===== src/rtl/cfu_pkg.sv =====
// Shared definitions for the vector CFU front-end and decoder_block:
// opcode values, bus widths and the sequencer FSM state encoding.
package cfu_pkg;

   localparam int FUNC_ID_W = 10;
   localparam int DATA_W    = 32;
   localparam int OP_W      = 5;

   localparam logic [OP_W-1:0] OP_VSETVLI = 5'h17;
   localparam logic [OP_W-1:0] OP_VLOAD   = 5'h07;
   localparam logic [OP_W-1:0] OP_VADDI   = 5'h15;
   localparam logic [OP_W-1:0] OP_VACC    = 5'h0D;
   localparam logic [OP_W-1:0] OP_VMUL    = 5'h04;
   localparam logic [OP_W-1:0] OP_VBACC   = 5'h1D;

   typedef enum logic [1:0] {
      ST_IDLE,
      ST_ISSUE,
      ST_BUSY,
      ST_RESP
   } state_t;

   function automatic logic op_known(input logic [OP_W-1:0] op);
      return op inside {OP_VSETVLI, OP_VLOAD, OP_VADDI,
                        OP_VACC, OP_VMUL, OP_VBACC};
   endfunction

endpackage


===== src/rtl/cfu_op_latency.sv =====
// Combinational opcode -> execution latency (cycles, counted from issue).
// Ports: opcode (in), lat (out, CNT_W bits, always >= 1).
module cfu_op_latency
   import cfu_pkg::*;
#(
   parameter int MUL_LAT = 3,
   parameter int ACC_LAT = 2,
   parameter int CNT_W   = 2
) (
   input  logic [OP_W-1:0]  opcode,
   output logic [CNT_W-1:0] lat
);

   always_comb begin
      lat = CNT_W'(1);
      case (opcode)
         OP_VMUL:           lat = CNT_W'(MUL_LAT);
         OP_VACC, OP_VBACC: lat = CNT_W'(ACC_LAT);
         default:           lat = CNT_W'(1);
      endcase
   end

endmodule


===== src/rtl/cfu_cmd_sequencer.sv =====
// CFU front-end: accepts one CPU command, strobes it to the decoder for one
// cycle, waits the opcode latency, then returns a response; owns vl.
// Ports: clk/reset; cmd_* handshake + payload in; rsp_* handshake + data out;
// dec_* registered command to decoder; dp_result datapath result in; vl out.
module cfu_cmd_sequencer
   import cfu_pkg::*;
#(
   parameter int VLMAX   = 16,
   parameter int MUL_LAT = 3,
   parameter int ACC_LAT = 2
) (
   input  logic                       clk,
   input  logic                       reset,
   input  logic                       cmd_valid,
   output logic                       cmd_ready,
   input  logic [FUNC_ID_W-1:0]       cmd_payload_function_id,
   input  logic [DATA_W-1:0]          cmd_payload_inputs_0,
   input  logic [DATA_W-1:0]          cmd_payload_inputs_1,
   output logic                       rsp_valid,
   input  logic                       rsp_ready,
   output logic [DATA_W-1:0]          rsp_payload_outputs_0,
   output logic                       dec_valid,
   output logic [FUNC_ID_W-1:0]       dec_function_id,
   output logic [DATA_W-1:0]          dec_inputs_0,
   output logic [DATA_W-1:0]          dec_inputs_1,
   input  logic [DATA_W-1:0]          dp_result,
   output logic [$clog2(VLMAX+1)-1:0] vl
);

   localparam int VL_W    = $clog2(VLMAX+1);
   localparam int LAT_MAX = (MUL_LAT > ACC_LAT) ? MUL_LAT : ACC_LAT;
   localparam int CNT_W   = $clog2(LAT_MAX+1);

   if (MUL_LAT < 1 || ACC_LAT < 1 || VLMAX < 1) begin : g_bad_param
      $fatal(1, "cfu_cmd_sequencer: MUL_LAT, ACC_LAT, VLMAX must be >= 1");
   end

   state_t            state_q, state_d;
   logic [CNT_W-1:0]  cnt_q;
   logic [CNT_W-1:0]  lat;
   logic [OP_W-1:0]   op;
   logic [VL_W-1:0]   vl_new;
   logic              last;
   logic              accept;
   logic              capture;

   cfu_op_latency #(
      .MUL_LAT (MUL_LAT),
      .ACC_LAT (ACC_LAT),
      .CNT_W   (CNT_W)
   ) u_lat (
      .opcode (cmd_payload_function_id[FUNC_ID_W-1 -: OP_W]),
      .lat    (lat)
   );

   assign op   = dec_function_id[FUNC_ID_W-1 -: OP_W];
   assign last = (cnt_q == CNT_W'(1));

   // Full-width unsigned clamp so huge rs1 values saturate to VLMAX.
   assign vl_new = (dec_inputs_0 > DATA_W'(VLMAX)) ? VL_W'(VLMAX)
                                                   : dec_inputs_0[VL_W-1:0];

   always_ff @(posedge clk or posedge reset) begin
      if (reset) state_q <= ST_IDLE;
      else       state_q <= state_d;
   end

   always_comb begin
      state_d   = state_q;
      cmd_ready = 1'b0;
      dec_valid = 1'b0;
      rsp_valid = 1'b0;
      accept    = 1'b0;
      capture   = 1'b0;
      case (state_q)
         ST_IDLE: begin
            cmd_ready = 1'b1;
            if (cmd_valid) begin
               accept  = 1'b1;
               state_d = ST_ISSUE;
            end
         end
         ST_ISSUE: begin
            // Issue is latency cycle 1, so L=1 captures right here.
            dec_valid = 1'b1;
            if (last) begin
               capture = 1'b1;
               state_d = ST_RESP;
            end else begin
               state_d = ST_BUSY;
            end
         end
         ST_BUSY: begin
            if (last) begin
               capture = 1'b1;
               state_d = ST_RESP;
            end
         end
         ST_RESP: begin
            rsp_valid = 1'b1;
            if (rsp_ready) state_d = ST_IDLE;
         end
         default: state_d = ST_IDLE;
      endcase
   end

   always_ff @(posedge clk or posedge reset) begin
      if (reset) begin
         cnt_q                 <= '0;
         dec_function_id       <= '0;
         dec_inputs_0          <= '0;
         dec_inputs_1          <= '0;
         vl                    <= '0;
         rsp_payload_outputs_0 <= '0;
      end else begin
         if (accept) begin
            dec_function_id <= cmd_payload_function_id;
            dec_inputs_0    <= cmd_payload_inputs_0;
            dec_inputs_1    <= cmd_payload_inputs_1;
            cnt_q           <= lat;
         end else if ((state_q == ST_ISSUE || state_q == ST_BUSY) && !last) begin
            cnt_q <= cnt_q - CNT_W'(1);
         end
         if (dec_valid && op == OP_VSETVLI) vl <= vl_new;
         if (capture) begin
            if (op == OP_VSETVLI)  rsp_payload_outputs_0 <= DATA_W'(vl_new);
            else if (op_known(op)) rsp_payload_outputs_0 <= dp_result;
            else                   rsp_payload_outputs_0 <= '0;
         end
      end
   end

endmodule


===== config.mk =====
export PLATFORM = sky130hd
export DESIGN_NAME = cfu_cmd_sequencer
export DESIGN_NICKNAME = d
export VERILOG_FILES = /design/src/rtl/cfu_pkg.sv /design/src/rtl/cfu_op_latency.sv /design/src/rtl/cfu_cmd_sequencer.sv
export SDC_FILE = /design/constraint.sdc
export NUM_CORES = 1
export LEC_CHECK = 0
export ABC_AREA = 1
export CAP_MARGIN = 10
export CORE_ASPECT_RATIO = 1.25
export CORE_UTILIZATION = 45
export DETAILED_ROUTE_END_ITERATION = 8
export DONT_BUFFER_PORTS = 1
export RECOVER_POWER = 50
export REMOVE_ABC_BUFFERS = 1
export SLEW_MARGIN = 20
export SYNTH_ARGS = -nofsm -noshare
export SYNTH_HDL_FRONTEND = slang
export SYNTH_SLANG_ARGS = --single-unit

===== constraint.sdc =====
create_clock -name clk -period 5.03 [get_ports clk]
set_clock_uncertainty 0.1 [all_clocks]
set_input_delay 1.006 -clock clk [delete_from_list [all_inputs] [get_ports clk]]
set_output_delay 1.006 -clock clk [all_outputs]
set_load 0.1 [all_outputs]

Word-level counts from Yosys, hierarchy flattened
Index checks and enable logic that the tools add are counted.
Widths: inputs -> output; s select.
{"block": "totals", "reg_bits": 115, "input_bits": 110, "out_inout_bits": 114}
{"block": "classes", "addsub": 1, "n_lt_le_gt_ge": 1, "eq_ne": 16, "n_mux": 18, "n_reduce_logical": 10}
{"op": "$mux 32", "count": 2}
{"op": "$gt 32x5->1 const B", "count": 1}
{"op": "$eq 5x5->1 const B", "count": 4}
{"op": "$eq 5x3->1 const B", "count": 3}
{"op": "$eq 5x4->1 const B", "count": 2}
{"op": "$mux 2", "count": 5}
{"op": "$mux 1", "count": 8}
{"op": "$pmux 2 s4", "count": 1}
{"op": "$ne 2x2->1 const B", "count": 3}
{"op": "$reduce_bool 6->1", "count": 1}
{"op": "$mux 5", "count": 1}
{"op": "$eq 2x1->1 const B", "count": 2}
{"op": "$eq 2x2->1 const B", "count": 2}
{"op": "$pmux 2 s2", "count": 1}
{"op": "$reduce_or 2->1", "count": 2}
{"op": "$reduce_and 3->1", "count": 1}
{"op": "$logic_and 1x1->1", "count": 2}
{"op": "$logic_not 2->1", "count": 1}
{"op": "$reduce_bool 2->1", "count": 1}
{"op": "$sub 2x1->2 const B", "count": 1}
{"op": "$logic_not 1->1", "count": 1}
{"op": "$logic_or 1x1->1", "count": 1}

Longest topological paths before layout
{"block": "logic_depth", "word_depth": 5, "ltp_mapped": 9, "mapped_depth_nobuf": 9}

Modules after synthesis
Synthesis repeated with hierarchy kept, for this count alone.
{"block": "unflattened", "cells_unflattened": 572, "hier_area_um2": 4914.7}
{"mod": "cfu_cmd_sequencer", "n_inst": 1, "cells_each": 566, "area_per_inst_um2": 4882.2}
{"mod": "cfu_op_latency", "n_inst": 1, "cells_each": 6, "area_per_inst_um2": 32.5}

Least setup slack after synthesis
Ideal clock, no wire load.
{"block": "synth_path", "path_kind": "register -> output", "from": "reg state_q[0]", "to": "out cmd_ready", "t_arrival_ps": 1335, "required_time_ps": 3924, "setup_slack_ps": 2589, "path_stages_with_launch": 3, "n_path_buf": 0, "cell_sequence": "dfrtp_1 inv_1 ha_1"}
{"block": "synth_between", "elab_chain_cells": 2}
{"item": "start, declared", "line_no": "cfu_cmd_sequencer.sv:38", "source": "state_t state_q, state_d;"}
{"item": "start signal, assigned", "line_no": "cfu_cmd_sequencer.sv:65", "source": "else state_q <= state_d;"}
{"item": "$logic_not 2->1", "line_no": "cfu_cmd_sequencer.sv:75", "source": "case (state_q)"}
{"item": "$mux 1", "line_no": "cfu_cmd_sequencer.sv:75"}
{"item": "end, declared", "line_no": "cfu_cmd_sequencer.sv:15", "source": "output logic cmd_ready,"}
No other way between the ends.

Worst setup path after layout
{"block": "layout_path", "from": "reg state_q[0]", "to": "reg dec_inputs_0[14]"}
{"block": "layout_between", "elab_chain_cells": 2}
{"item": "$logic_not 2->1", "line_no": "cfu_cmd_sequencer.sv:75"}
{"item": "$mux 1", "line_no": "cfu_cmd_sequencer.sv:75"}
{"item": "end signal, assigned", "line_no": "cfu_cmd_sequencer.sv:118", "source": "dec_inputs_0 <= cmd_payload_inputs_0;"}
{"item": "end, declared", "line_no": "cfu_cmd_sequencer.sv:24", "source": "output logic [DATA_W-1:0] dec_inputs_0,"}
No other way between the ends.
A chain may end at the register's enable or synchronous reset.

==> summary.md <==
| Metric | Value |
|---|---|
| Top delay family on crit path | buffers and inverters |
| Nets | 690 |
| Setup TNS | 0 ns |
| Max incr delay on CP | between 0.9 and 1 ns |
| Footprint of the multi-input gates | 1650 um2 |
| Outcome | complete, but fails checks |
| Mean area per synthesized cell | 8.36 um2 |
| Synthesis-to-layout area growth | 13.9% |
| Failing checks | capacitance limit, slew limit |
| Slew HR | -118% |
| RSZ-0062 raised after global routing | no |
| I/O Pins | around 220 |
| Drc violations | 0 |
| Cells along the critical path | inv_1 > ha_1 > clkbuf_1 > nand2_2 > buf_4 > inv_2 > buf_4 > o21ai_0 |
| Worst path bufs/invs | 5 |
| Min-delay worst type | register to register |
| Worst Path Required | 5.19 ns |
| DR vias | about 3700 |
| Share of post-route cells with drive strength above 1 | ~6.5% |
| Most common cell in the netlist | nand2_1 |
| Rows | 41 |
| Avg WL per Cell | 15.7 um |
| Die X-Extent | roughly 94 um |
| Startpoint Class | register |
| Sequential Area | between 2000 and 3000 um2 |
| CTS Buf Count | 17 |
| Slew @ Worst Pin | between 3 and 4 ns |
| Min Clock Period, post-route | between 3 and 4 ns |
| Met1 Resource Use GR | a little under a quarter |
| WHS | between 0.4 and 0.5 ns |
| Starting Density | between 40% and 50% |
| Post-CTS setup buffers | 0 |
| GPL Wtd Cong | 0.781 |
| Pre-antenna DRT Iters | 4 |
| Gr usage total | about a fifth |
| Clock sink count | 115 |
| Most common flop cell mapped by yosys | dfrtp_1 |
| Hold_buf cts | 0 |
| Max Fclk | roughly 280 MHz |
| Crit path max fanout | 64 |
| Fin cells | ~720 |
| Crit path capture type | register |
| Ranking of synthesized cells by area | dfrtp_1, nand2_1, o21ai_0, inv_1, nor2_1 |
| Crit path DAT | 3.74 ns |
| Clock slew seen by the registers of the worst setup and hold paths | about 0.05 ns |
| Number of global-route vias before repair | between 3000 and 4000 |
| Worst-case clock buffer depth | 2 |
| Synth warn | 0 |
| DR vias/cell | 5.11 |
| Grt met2 use | between 30% and 40% |
| CTS tree | done |
| Largest net degree at the start of global routing | 77 |
| Die Footprint | roughly 11000 um2 |
| ANT cells | 0 |
| FF-to-FF setup slack | 1.45 ns |
| Post-synth EDFFs | 0 |
| Period Utilization, post-route | a little under three quarters |
| First-pass GRT wire length | roughly 17 mm |
| Met3 GRT Util | about 8.7% |
| Cell Count Post-Placement | ~690 |
| Post-Route WL | about 11 mm |
| Util after Layout | 53.3% |
| Clock root cell | clkbuf_16 |
| Fin. max-slew vios | 106 |
| Number of routed nets with antenna violations | 0 |
| Crit path top cell by count | buf_4 |
| CP Class | register to register |
| Setup-failing EPs final | 0 |
| Cells after Synth | 572 |
| Library cells used by synthesis | 23 |
| Seq cells post-synth | about 120 |
| Initial antenna violation count | 0 |
| 1st-iter DRT viols | around 160 |
| IO buf count | 0 |
| Overflow after GRT | 0 |
| Busiest grt layer | met2 |
| Worst-Skew Late Latency | 0.40 ns |
| Yosys top cell by area | dfrtp_1 |
| Synth top cells by count | nand2_1, dfrtp_1, inv_1 |
| Async SR Flop Fraction | 100% |
| Synthesized area | between 4000 and 5000 um2 |
| CP max stage cell | clkbuf_1 |
| Final hold vios | 0 |
| Max Cap Violations | 2 |
| H-tree depth | 4 |
| Fillers | between 900 and 1000 |
| Post-synth top area share | between 60% and 70% |
| Die height | 117 um |
| Dpl hpwl | between 7 and 8 mm |
| Core area | 10200 um2 |
| Sequential share of the synthesized area | 60.2% |
| Resized Gates After CTS | 0 |
## worst register-to-register path, stage by stage, from the launching register on
cell	delay, ns
dfrtp_1	0.39
inv_1	0.13
ha_1	0.16
clkbuf_1	0.95
nand2_2	0.06
buf_4	0.37
inv_2	0.66
buf_4	0.48
o21ai_0	0.14
## flip-flops by register name (all words and copies together) (netlist names)
name / flops
dec_function_id: 10
rsp_payload_outputs_0: 32
cnt_q: 2
vl: 5
dec_inputs_0: 32
state_q: 2
dec_inputs_1: 32
## layout make-up
type	count	share of cell area [%]
repair buffers	4	0.483
clock buffers	20	8.02
flip-flops and latches	115	52.9
inverters	33	2.30
well taps	129	2.96
clock inverters	12	2.99
multi-input cells	404	30.4
## per-layer routing
| metal | wire, um | vias to the layer above |
|---|---|---|
| met5 | 0 | - |
| met4 | 206 | 0 |
| met3 | 1120 | 15 |
| met2 | 5380 | 192 |
| met1 | 4520 | 1697 |
| li1 | - | 1759 |
## metrics by stage
step / setup WS, ns / cell area (um2)
3_3_place_gp: 2.16 / 4870
5_1_grt: 1.10 / 5440
3_5_place_dp: 2.11 / 4870
2_1_floorplan: 0.880 / 4680
6_report: 1.45 / 5440
4_1_cts: 2.08 / 5470
## path summary, 6_finish.rpt
path,start,endpoint,cells past startpoint
max in group asynchronous,reset,dec_inputs_1[0],2
hold / removal,cnt_q[1],cnt_q[1],2
min in group asynchronous,reset,dec_inputs_1[12],1
hold reg to reg,cnt_q[1],cnt_q[1],2
setup reg to reg,state_q[0],dec_inputs_0[14],8
setup / recovery,state_q[0],dec_inputs_0[14],8
## logic make-up (layout without fill, tap and decap cells)
| group | after synthesis | count (layout) | share of synthesized area, % |
|---|---|---|---|
| buffers and inverters | 53 | 69 | 4.71 |
| AOI/OAI and AO/OA | 38 | 38 | 4.21 |
| adders and majority gates | 5 | 5 | 1.31 |
| DFF | 115 | 115 | 60.2 |
| and+or+nand+nor | 361 | 361 | 29.6 |
## layout by cell type (no fill, tap or decap)
cell type	netlist	final
clkbuf_16	0	17
nand2_1	317	319
a21oi_1	5	5
nor3_1	1	1
o211ai_1	1	1
nor2_1	22	24
o22ai_1	3	3
nand3_1	7	7
nand2_2	5	3
clkinvlp_4	0	1
ha_1	5	5
clkbuf_1	11	4
buf_4	1	3
inv_2	2	2
nor4_1	1	1
bufinv_16	0	4
and2_1	3	3
o21ai_0	27	27
dfrtp_1	115	115
inv_1	31	30
clkinv_2	0	7
clkinvlp_2	0	1
a21boi_0	2	2
nand4_1	3	3
Power is not shown: default switching activity piles up to over one toggle a cycle in this logic, so the estimate is an artifact.
